===== config.mk =====
export PLATFORM = sky130hd
export DESIGN_NAME = uart_rx_ctrl
export DESIGN_NICKNAME = d
export VERILOG_FILES = /design/src/rtl/uart_rx_ctrl.sv
export SDC_FILE = /design/constraint.sdc
export NUM_CORES = 1
export LEC_CHECK = 0
export BUFFER_PORTS_ARGS = -buffer_cell sky130_fd_sc_hd__buf_2
export CORE_ASPECT_RATIO = 0.8
export CORE_MARGIN = 5
export CORE_UTILIZATION = 50
export DETAILED_ROUTE_END_ITERATION = 12
export PLACE_DENSITY_LB_ADDON = 0.3
export SLEW_MARGIN = 10
export SYNTH_ARGS = -nofsm -noshare
export SYNTH_HDL_FRONTEND = slang
export SYNTH_SLANG_ARGS = --single-unit

===== constraint.sdc =====
create_clock -name CLK -period 2.2 [get_ports CLK]
set_input_delay 0.44 -clock CLK [delete_from_list [all_inputs] [get_ports CLK]]
set_output_delay 0.44 -clock CLK [all_outputs]
set_load 0.005 [all_outputs]

===== src/rtl/uart_rx_ctrl.sv =====
// Receive-side controller: quiet-gated parity configuration plus a show-ahead
// byte FIFO with valid/ready output and a sticky overrun flag.
module uart_rx_ctrl #(
   parameter int DEPTH       = 4,
   parameter int IDLE_CYCLES = 16
) (
   input  logic                       CLK,
   input  logic                       RST,
   input  logic                       RxIn,
   input  logic                       CfgWrite,
   input  logic                       CfgParityEn,
   input  logic                       CfgParityType,
   output logic                       ParityEn,
   output logic                       ParityType,
   output logic                       CfgPending,
   input  logic [7:0]                 PData,
   input  logic                       DataValid,
   output logic [7:0]                 OutData,
   output logic                       OutValid,
   input  logic                       OutReady,
   output logic [$clog2(DEPTH):0]     Level,
   output logic                       Overrun,
   input  logic                       ClearOverrun
);

   localparam int PW = $clog2(DEPTH);
   localparam int LW = PW + 1;
   localparam int CW = $clog2(IDLE_CYCLES + 1);

   typedef enum logic [1:0] {
      IDLE       = 2'd0,
      WAIT_QUIET = 2'd1,
      APPLY      = 2'd2
   } cfg_state_e;

   cfg_state_e        state_q, state_d;
   logic [CW-1:0]     idle_cnt_q, idle_cnt_d;
   logic              dv_q;
   logic              shadow_en_q, shadow_en_d;
   logic              shadow_type_q, shadow_type_d;
   logic              par_en_q, par_en_d;
   logic              par_type_q, par_type_d;

   logic [7:0]        mem_q [DEPTH];
   logic [PW-1:0]     wr_ptr_q, rd_ptr_q, rd_next;
   logic [LW-1:0]     count_q, count_d;
   logic [7:0]        out_data_q, out_data_d;
   logic              overrun_q, overrun_d;

   logic              quiet, dv_rise, push, pop, full, wr_en, ovf_set;

   assign quiet   = (idle_cnt_q == CW'(IDLE_CYCLES));
   assign dv_rise = DataValid & ~dv_q;
   assign full    = (count_q == LW'(DEPTH));
   assign push    = dv_rise;
   assign pop     = OutValid & OutReady;
   // A full FIFO still accepts a byte when the head leaves in the same cycle.
   assign wr_en   = push & (~full | pop);
   assign ovf_set = push & full & ~pop;
   assign rd_next = rd_ptr_q + PW'(1);

   // NOTE: every always_comb output gets a default first so no path infers a latch.
   always_comb begin
      idle_cnt_d = idle_cnt_q;
      if (!RxIn) begin
         idle_cnt_d = '0;
      end else if (!quiet) begin
         idle_cnt_d = idle_cnt_q + CW'(1);
      end
   end

   always_comb begin
      state_d       = state_q;
      shadow_en_d   = shadow_en_q;
      shadow_type_d = shadow_type_q;
      par_en_d      = par_en_q;
      par_type_d    = par_type_q;
      if (CfgWrite) begin
         shadow_en_d   = CfgParityEn;
         shadow_type_d = CfgParityType;
      end
      unique case (state_q)
         IDLE: begin
            if (CfgWrite) state_d = WAIT_QUIET;
         end
         WAIT_QUIET: begin
            if (!CfgWrite && quiet && !dv_rise) state_d = APPLY;
         end
         APPLY: begin
            par_en_d   = shadow_en_q;
            par_type_d = shadow_type_q;
            state_d    = CfgWrite ? WAIT_QUIET : IDLE;
         end
         default: state_d = IDLE;
      endcase
   end

   always_comb begin
      count_d = count_q;
      unique case ({wr_en, pop})
         2'b10:   count_d = count_q + LW'(1);
         2'b01:   count_d = count_q - LW'(1);
         default: count_d = count_q;
      endcase

      // The head register tracks what mem_q[rd_ptr_q] will hold next cycle.
      out_data_d = out_data_q;
      if (pop) begin
         if (count_q == LW'(1)) begin
            if (push) out_data_d = PData;
         end else begin
            out_data_d = mem_q[rd_next];
         end
      end else if (count_q == '0 && push) begin
         out_data_d = PData;
      end

      overrun_d = overrun_q;
      if (ovf_set)           overrun_d = 1'b1;
      else if (ClearOverrun) overrun_d = 1'b0;
   end

   // NOTE: sequential state uses non-blocking assignments so all registers update together.
   always_ff @(posedge CLK or posedge RST) begin
      if (RST) begin
         state_q       <= IDLE;
         idle_cnt_q    <= '0;
         dv_q          <= 1'b0;
         shadow_en_q   <= 1'b0;
         shadow_type_q <= 1'b0;
         par_en_q      <= 1'b0;
         par_type_q    <= 1'b0;
         wr_ptr_q      <= '0;
         rd_ptr_q      <= '0;
         count_q       <= '0;
         out_data_q    <= '0;
         overrun_q     <= 1'b0;
      end else begin
         state_q       <= state_d;
         idle_cnt_q    <= idle_cnt_d;
         dv_q          <= DataValid;
         shadow_en_q   <= shadow_en_d;
         shadow_type_q <= shadow_type_d;
         par_en_q      <= par_en_d;
         par_type_q    <= par_type_d;
         count_q       <= count_d;
         out_data_q    <= out_data_d;
         overrun_q     <= overrun_d;
         if (wr_en) wr_ptr_q <= wr_ptr_q + PW'(1);
         if (pop)   rd_ptr_q <= rd_next;
      end
   end

   // NOTE: storage is not reset; the count and pointers decide which entries are valid.
   always_ff @(posedge CLK) begin
      if (wr_en) mem_q[wr_ptr_q] <= PData;
   end

   assign ParityEn   = par_en_q;
   assign ParityType = par_type_q;
   assign CfgPending = (state_q == WAIT_QUIET) || (state_q == APPLY);
   assign OutData    = out_data_q;
   assign OutValid   = (count_q != '0);
   assign Level      = count_q;
   assign Overrun    = overrun_q;

endmodule


# Word-level counts from Yosys, hierarchy flattened
# Memory sizes are Yosys's and may differ from the RTL's.
# Cells that the tools add are included.
# W data, S select, Z words.
word_totals:
  reg_bits: 28
  ram_bits: 32
  in_bits: 17
  output_inout_bits: 16
  word_cells: 67
  memories: 1
classes:
  addsub: 5
  eq_ne: 11
  muxes: 15
  bitwise_logic: 9
  reduce_logical: 14
memory_table:
  columns: ["name", "depth", "width", "read_ports", "rd_clocked_by_memory_dff", "wr", "line", "source"]
  rows:
  - ["mem_q", 4, 8, 1, 0, 1, "44", "logic [7:0] mem_q [DEPTH];"]
op_table:
  columns: ["cell", "n"]
  rows:
  - ["$mux W8", 4]
  - ["$mux W5", 2]
  - ["$ne A2 B2 Y1 const B", 3]
  - ["$pmux W2 S3", 1]
  - ["$pmux W3 S2", 1]
  - ["$reduce_bool A2 Y1", 3]
  - ["$add A5 B1 Y5 const B", 1]
  - ["$and A1 B1 Y1", 5]
  - ["$eq A5 B5 Y1 const B", 1]
  - ["$mux W1", 5]
  - ["$add A2 B1 Y2 const B", 2]
  - ["$eq A2 B1 Y1 const B", 2]
  - ["$eq A2 B2 Y1 const B", 2]
  - ["$mux W2", 2]
  - ["$reduce_and A2 Y1", 2]
  - ["$add A3 B1 Y3 const B", 1]
  - ["$eq A3 B1 Y1 const B", 1]
  - ["$eq A3 B3 Y1 const B", 1]
  - ["$logic_and A1 B1 Y1", 3]
  - ["$logic_not A3 Y1", 1]
  - ["$ne A3 B3 Y1 const B", 1]
  - ["$not A1 Y1", 3]
  - ["$reduce_bool A3 Y1", 1]
  - ["$sub A3 B1 Y3 const B", 1]
  - ["other kinds (4)", 5]

# Longest topological paths before layout
depth:
  word_depth: 6
  mapped_depth: 8
  mapped_depth_nobuf: 6

# Worst setup path after synthesis
# No wires, ideal clock.
synth_timing:
  kind: "register to register"
  startpoint: "reg count_q[1], in the netlist Level[1]"
  endpoint: "mem mem_q[0][0] (enable)"
  setup_ns: 0.332
  arrival_ns: 1.403
  required_ns: 1.868
  slack_ns: 0.466
  path_stages_with_launch: 6
  path_buffers: 1
  synth_period_minus_slack_ns: 1.734
  cell_sequence: "dfrtp_1 inv_1 ha_1 buf_6 a31oi_2 and2_1"
synth_between:
  elab_chain_cells: 6
  word_cells_on_any_way: 8
  cone_classes: "eq/ne: 1; mux: 2; bitwise: 4; reduce/logical: 1"
synth_lines:
  columns: ["element", "line", "source"]
  rows:
  - ["start, declared", "46", "logic [LW-1:0] count_q, count_d;"]
  - ["start signal, assigned", "146", "count_q <= count_d;"]
  - ["$reduce_bool A3 Y1 / $eq A3 B3 Y1 (equally long branches)", "163, 54", null]
  - ["$and A1 B1 Y1 / $not A1 Y1 (equally long branches)", "56, 58", null]
  - ["$or A1 B1 Y1 *", "58", "assign wr_en = push & (~full | pop);"]
  - ["$and A1 B1 Y1 *", "58", null]
  - ["$mux W1 *", "156", "if (wr_en) mem_q[wr_ptr_q] <= PData;"]
  - ["$mux W1 (not written as such) *", "156", null]
  - ["end, declared", "44", null]
# Mark *: on every way between the ends. The rest lies on a longest branch, timed or not.

# Final worst setup path
layout_timing:
  startpoint: "reg count_q[1], in the netlist Level[1]"
  endpoint: "out OutValid"
layout_between:
  elab_chain_cells: 1
layout_lines:
  columns: ["element", "line", "source"]
  rows:
  - ["$reduce_bool A3 Y1", "163", "assign OutValid = (count_q != '0);"]
  - ["end, declared", "19", "output logic OutValid,"]
# Every way passes these cells.

==> results.yml <==
cts:
  cts_tree: "built"
  clk_pin_slew_ps: 70
  cts_inserted_buffers: 9
  postCtsSetupRepairBufs: 0
  insertion_delay_ps: 330
  clock-sinks: 60
  clk_path_buf_depth: 2
  cts-root-buf: "clkbuf_8"
  cts-htree-levels: 3
place:
  place_hpwl_um: 3740
  gp_congestion: 0.853
  port-buffer-count: 32
  place_inst: 303
synth:
  synth_seq_cells: 60
  synthMuxAreaShare_pct: 9.21
  synth_area_leader_cell: "edfxtp_1"
  yosys_warnings: 0
  synth-seq-area-share_pct: 59.7
  synth_xor_area_share_pct: 2.83
  synthAdderAreaFrac_pct: 6.74
  avgSynthCellArea_um2: 13.9
  synth-edff-count: 32
  ys_types: 45
  async_flop_share_pct: 46.7
  synth_ff_type: "edfxtp_1"
  synthSimpleGateAreaFrac_pct: 8.90
  synth_top_area_share_pct: 34.5
  synth_compound_area_share_pct: 9.08
  synth_area_leaders: "edfxtp_1 (35%), dfrtp_1 (25%), ha_1 (6.7%)"
  synth_fp_nets: 232
  synthCells: 200
  syn_area_um2: 2780
  synth_top_family_by_area: "multiplexers"
worst_setup_path:
  startpoint_type: "flop"
  max_stage_delay_ps: 430
  worstPathArrival_ps: 1580
  critical_path_required_ps: 1760
  crit_type: "flop to output pin"
  endpoint_kind: "output pin"
  path_cells: "inv_1 > ha_2 > nand2b_1 > buf_2"
  worstPathMaxFanout: 10
  slowest_stage: "dfrtp_1"
die:
  die_y_um: 76.7
  num_rows: 24
  core_region_area_um2: 5440
  die_area_um2: 7170
  die_w_um: 93.4
  start_util_pct: 51.2
  num_io_pins: 33
sta:
  worstMarginPinSlew_ps: 541
  finalSetupViolations: 0
  period_minus_slack_ps: 2020
  whs_ps: 108
  max_freq_ghz: 0.495
  drv_slew: 0
  hold_viol: 0
  maxSlewHeadroom_pct: 63.9
  clock_skew_ps: 9.26
  period_share_pct: 91.9
  rsz0062_at_grt: "false"
  setup_tns_ps: 0
hold_path:
  hold_class: "primary input to asynchronous set/reset pin"
route:
  drt_pre_antenna_iters: 4
  drtIter0Drc: 129
  drc_errors: 0
  ant_nets: 0
  routed_wl_um: 5110
  routedWlPerCell_um: 16.0
  vias: 1622
  vias_per_cell: 5.08
power_and_ir_drop:
  pwr_density_cell_nw_per_um2: 1180
  p_total_uw: 3730
  ir_worst_vdd_v: 0.000729
  p_leak_uw: 0.00127
grt:
  grt_util_all_layers_pct: 15.0
  grt_overflow: 0
  antenna_found_initial: 0
  grt_pass1_wl_um: 8110
  grt_max_degree: 18
  grt_pass1_vias: 1542
cells_and_area:
  num_antenna_cells: 0
  fin_nets: 268
  stdcell_count: 319
  area_delta_synth_final_pct: 13.4
  final_cell_mix: "buf_2 (32), edfxtp_1 (32), dfrtp_1 (28)"
  drive_gt1_share_pct: 26.6
run_status:
  status: "finished clean"
run:
  drv_cap: 0
[synthesized netlist by cell type (2+ instances only)]
| cell | count |
|---|---|
| a21oi_1 | 6 |
| a311oi_1 | 2 |
| a31oi_1 | 2 |
| and2_1 | 8 |
| buf_2 | 4 |
| dfrtp_1 | 28 |
| edfxtp_1 | 32 |
| ha_1 | 15 |
| inv_1 | 14 |
| mux2_1 | 2 |
| mux2_2 | 3 |
| mux2i_1 | 2 |
| mux4_2 | 8 |
| nand2_1 | 5 |
| nand2b_1 | 3 |
| nand3_1 | 3 |
| nor2_1 | 19 |
| nor2b_1 | 2 |
| o21ai_1 | 2 |
| o22ai_1 | 8 |
| xnor2_1 | 8 |
[repair_timing]
action                                  4_1_cts  5_1_grt
endpoints found under the setup margin        0        1
hold buffers                                  0        0
resized for setup                             0        1
[metal layers]
metal  wire length [µm]  up-vias  share of wire, %  GRT usage (%)
li1                   -      799                 -              -
met1               2400      765                47           22.2
met2               2270       54                44           20.8
met3                418        4               8.2           5.97
met4                 21        0              0.41           3.51
met5                  0        -                 0              0
[critical path, delay by kind of cell (launching register included)]
family	cells	cell delay, ps
adder cells (fa/ha/maj)	1	300
AND/OR/NAND/NOR	1	210
flip-flops	1	430
buffers and inverters	2	310
[cell type report]
cell class	count	area [µm²]
clock buffers	13	139
fillers	437	2280
well taps	78	97.6
repair buffers	33	168
clock inverters	3	13.8
flip-flops and latches	60	1660
multi-input cells	118	1030
inverters	14	52.6
[cell families (layout without fill, tap and decap cells)]
logic type                 count (synthesis)  after routing
AOI/OAI and AO/OA                         32             32
xor gates and xnor gates                   9              9
and+or+nand+nor                           47             47
adders and majority gates                 15             15
buffers and inverters                     22             63
muxes                                     15             15
DFF                                       60             60
[final timing paths]
path	endpoint	slack, ps	depth (start not counted)	from
setup reg to reg	mem_q[1][0]$_DFFE_PP_	280	4	Level[1]$_DFFE_PP0P_
setup / recovery	OutValid	180	4	Level[1]$_DFFE_PP0P_
hold reg to reg	ParityType$_DFFE_PP0N_	480	1	ParityType$_DFFE_PP0N_
hold / removal	idle_cnt_q[3]$_DFFE_PP0P_	110	2	RST
max in group asynchronous	OutData[5]$_DFFE_PP0P_	1500	3	RST
min in group CLK	dv_q$_DFF_PP0_	260	1	DataValid
[through the flow]
stage	instance area, µm²	worst slack [ps]	util [%]
2_1_floorplan	2780	466	-
3_3_place_gp	3000	274	55.2
3_5_place_dp	3000	182	55.2
4_1_cts	3160	50.4	58.1
5_1_grt	3160	75.0	58.1
6_report	3160	179	58.1
[where the power goes]
group | leakage, µW | switching (µW) | total, µW | internal [µW]
logic | 0.000567 | 615 | 1270 | 651
registers | 0.000625 | 236 | 1680 | 1440
clock network | 0.0000788 | 382 | 784 | 402
[flip-flops by register name (all words and copies together) (netlist names)]
| register | count |
|---|---|
| mem_q | 32 |
| OutData | 8 |
| idle_cnt_q | 5 |
| Level | 3 |
| rd_ptr_q | 2 |
| state_q | 2 |
| wr_ptr_q | 2 |
| Overrun | 1 |
| ParityEn | 1 |
| ParityType | 1 |
| dv_q | 1 |
| shadow_en_q | 1 |
| shadow_type_q | 1 |
Note: power is estimated with default switching activity, not from simulation.
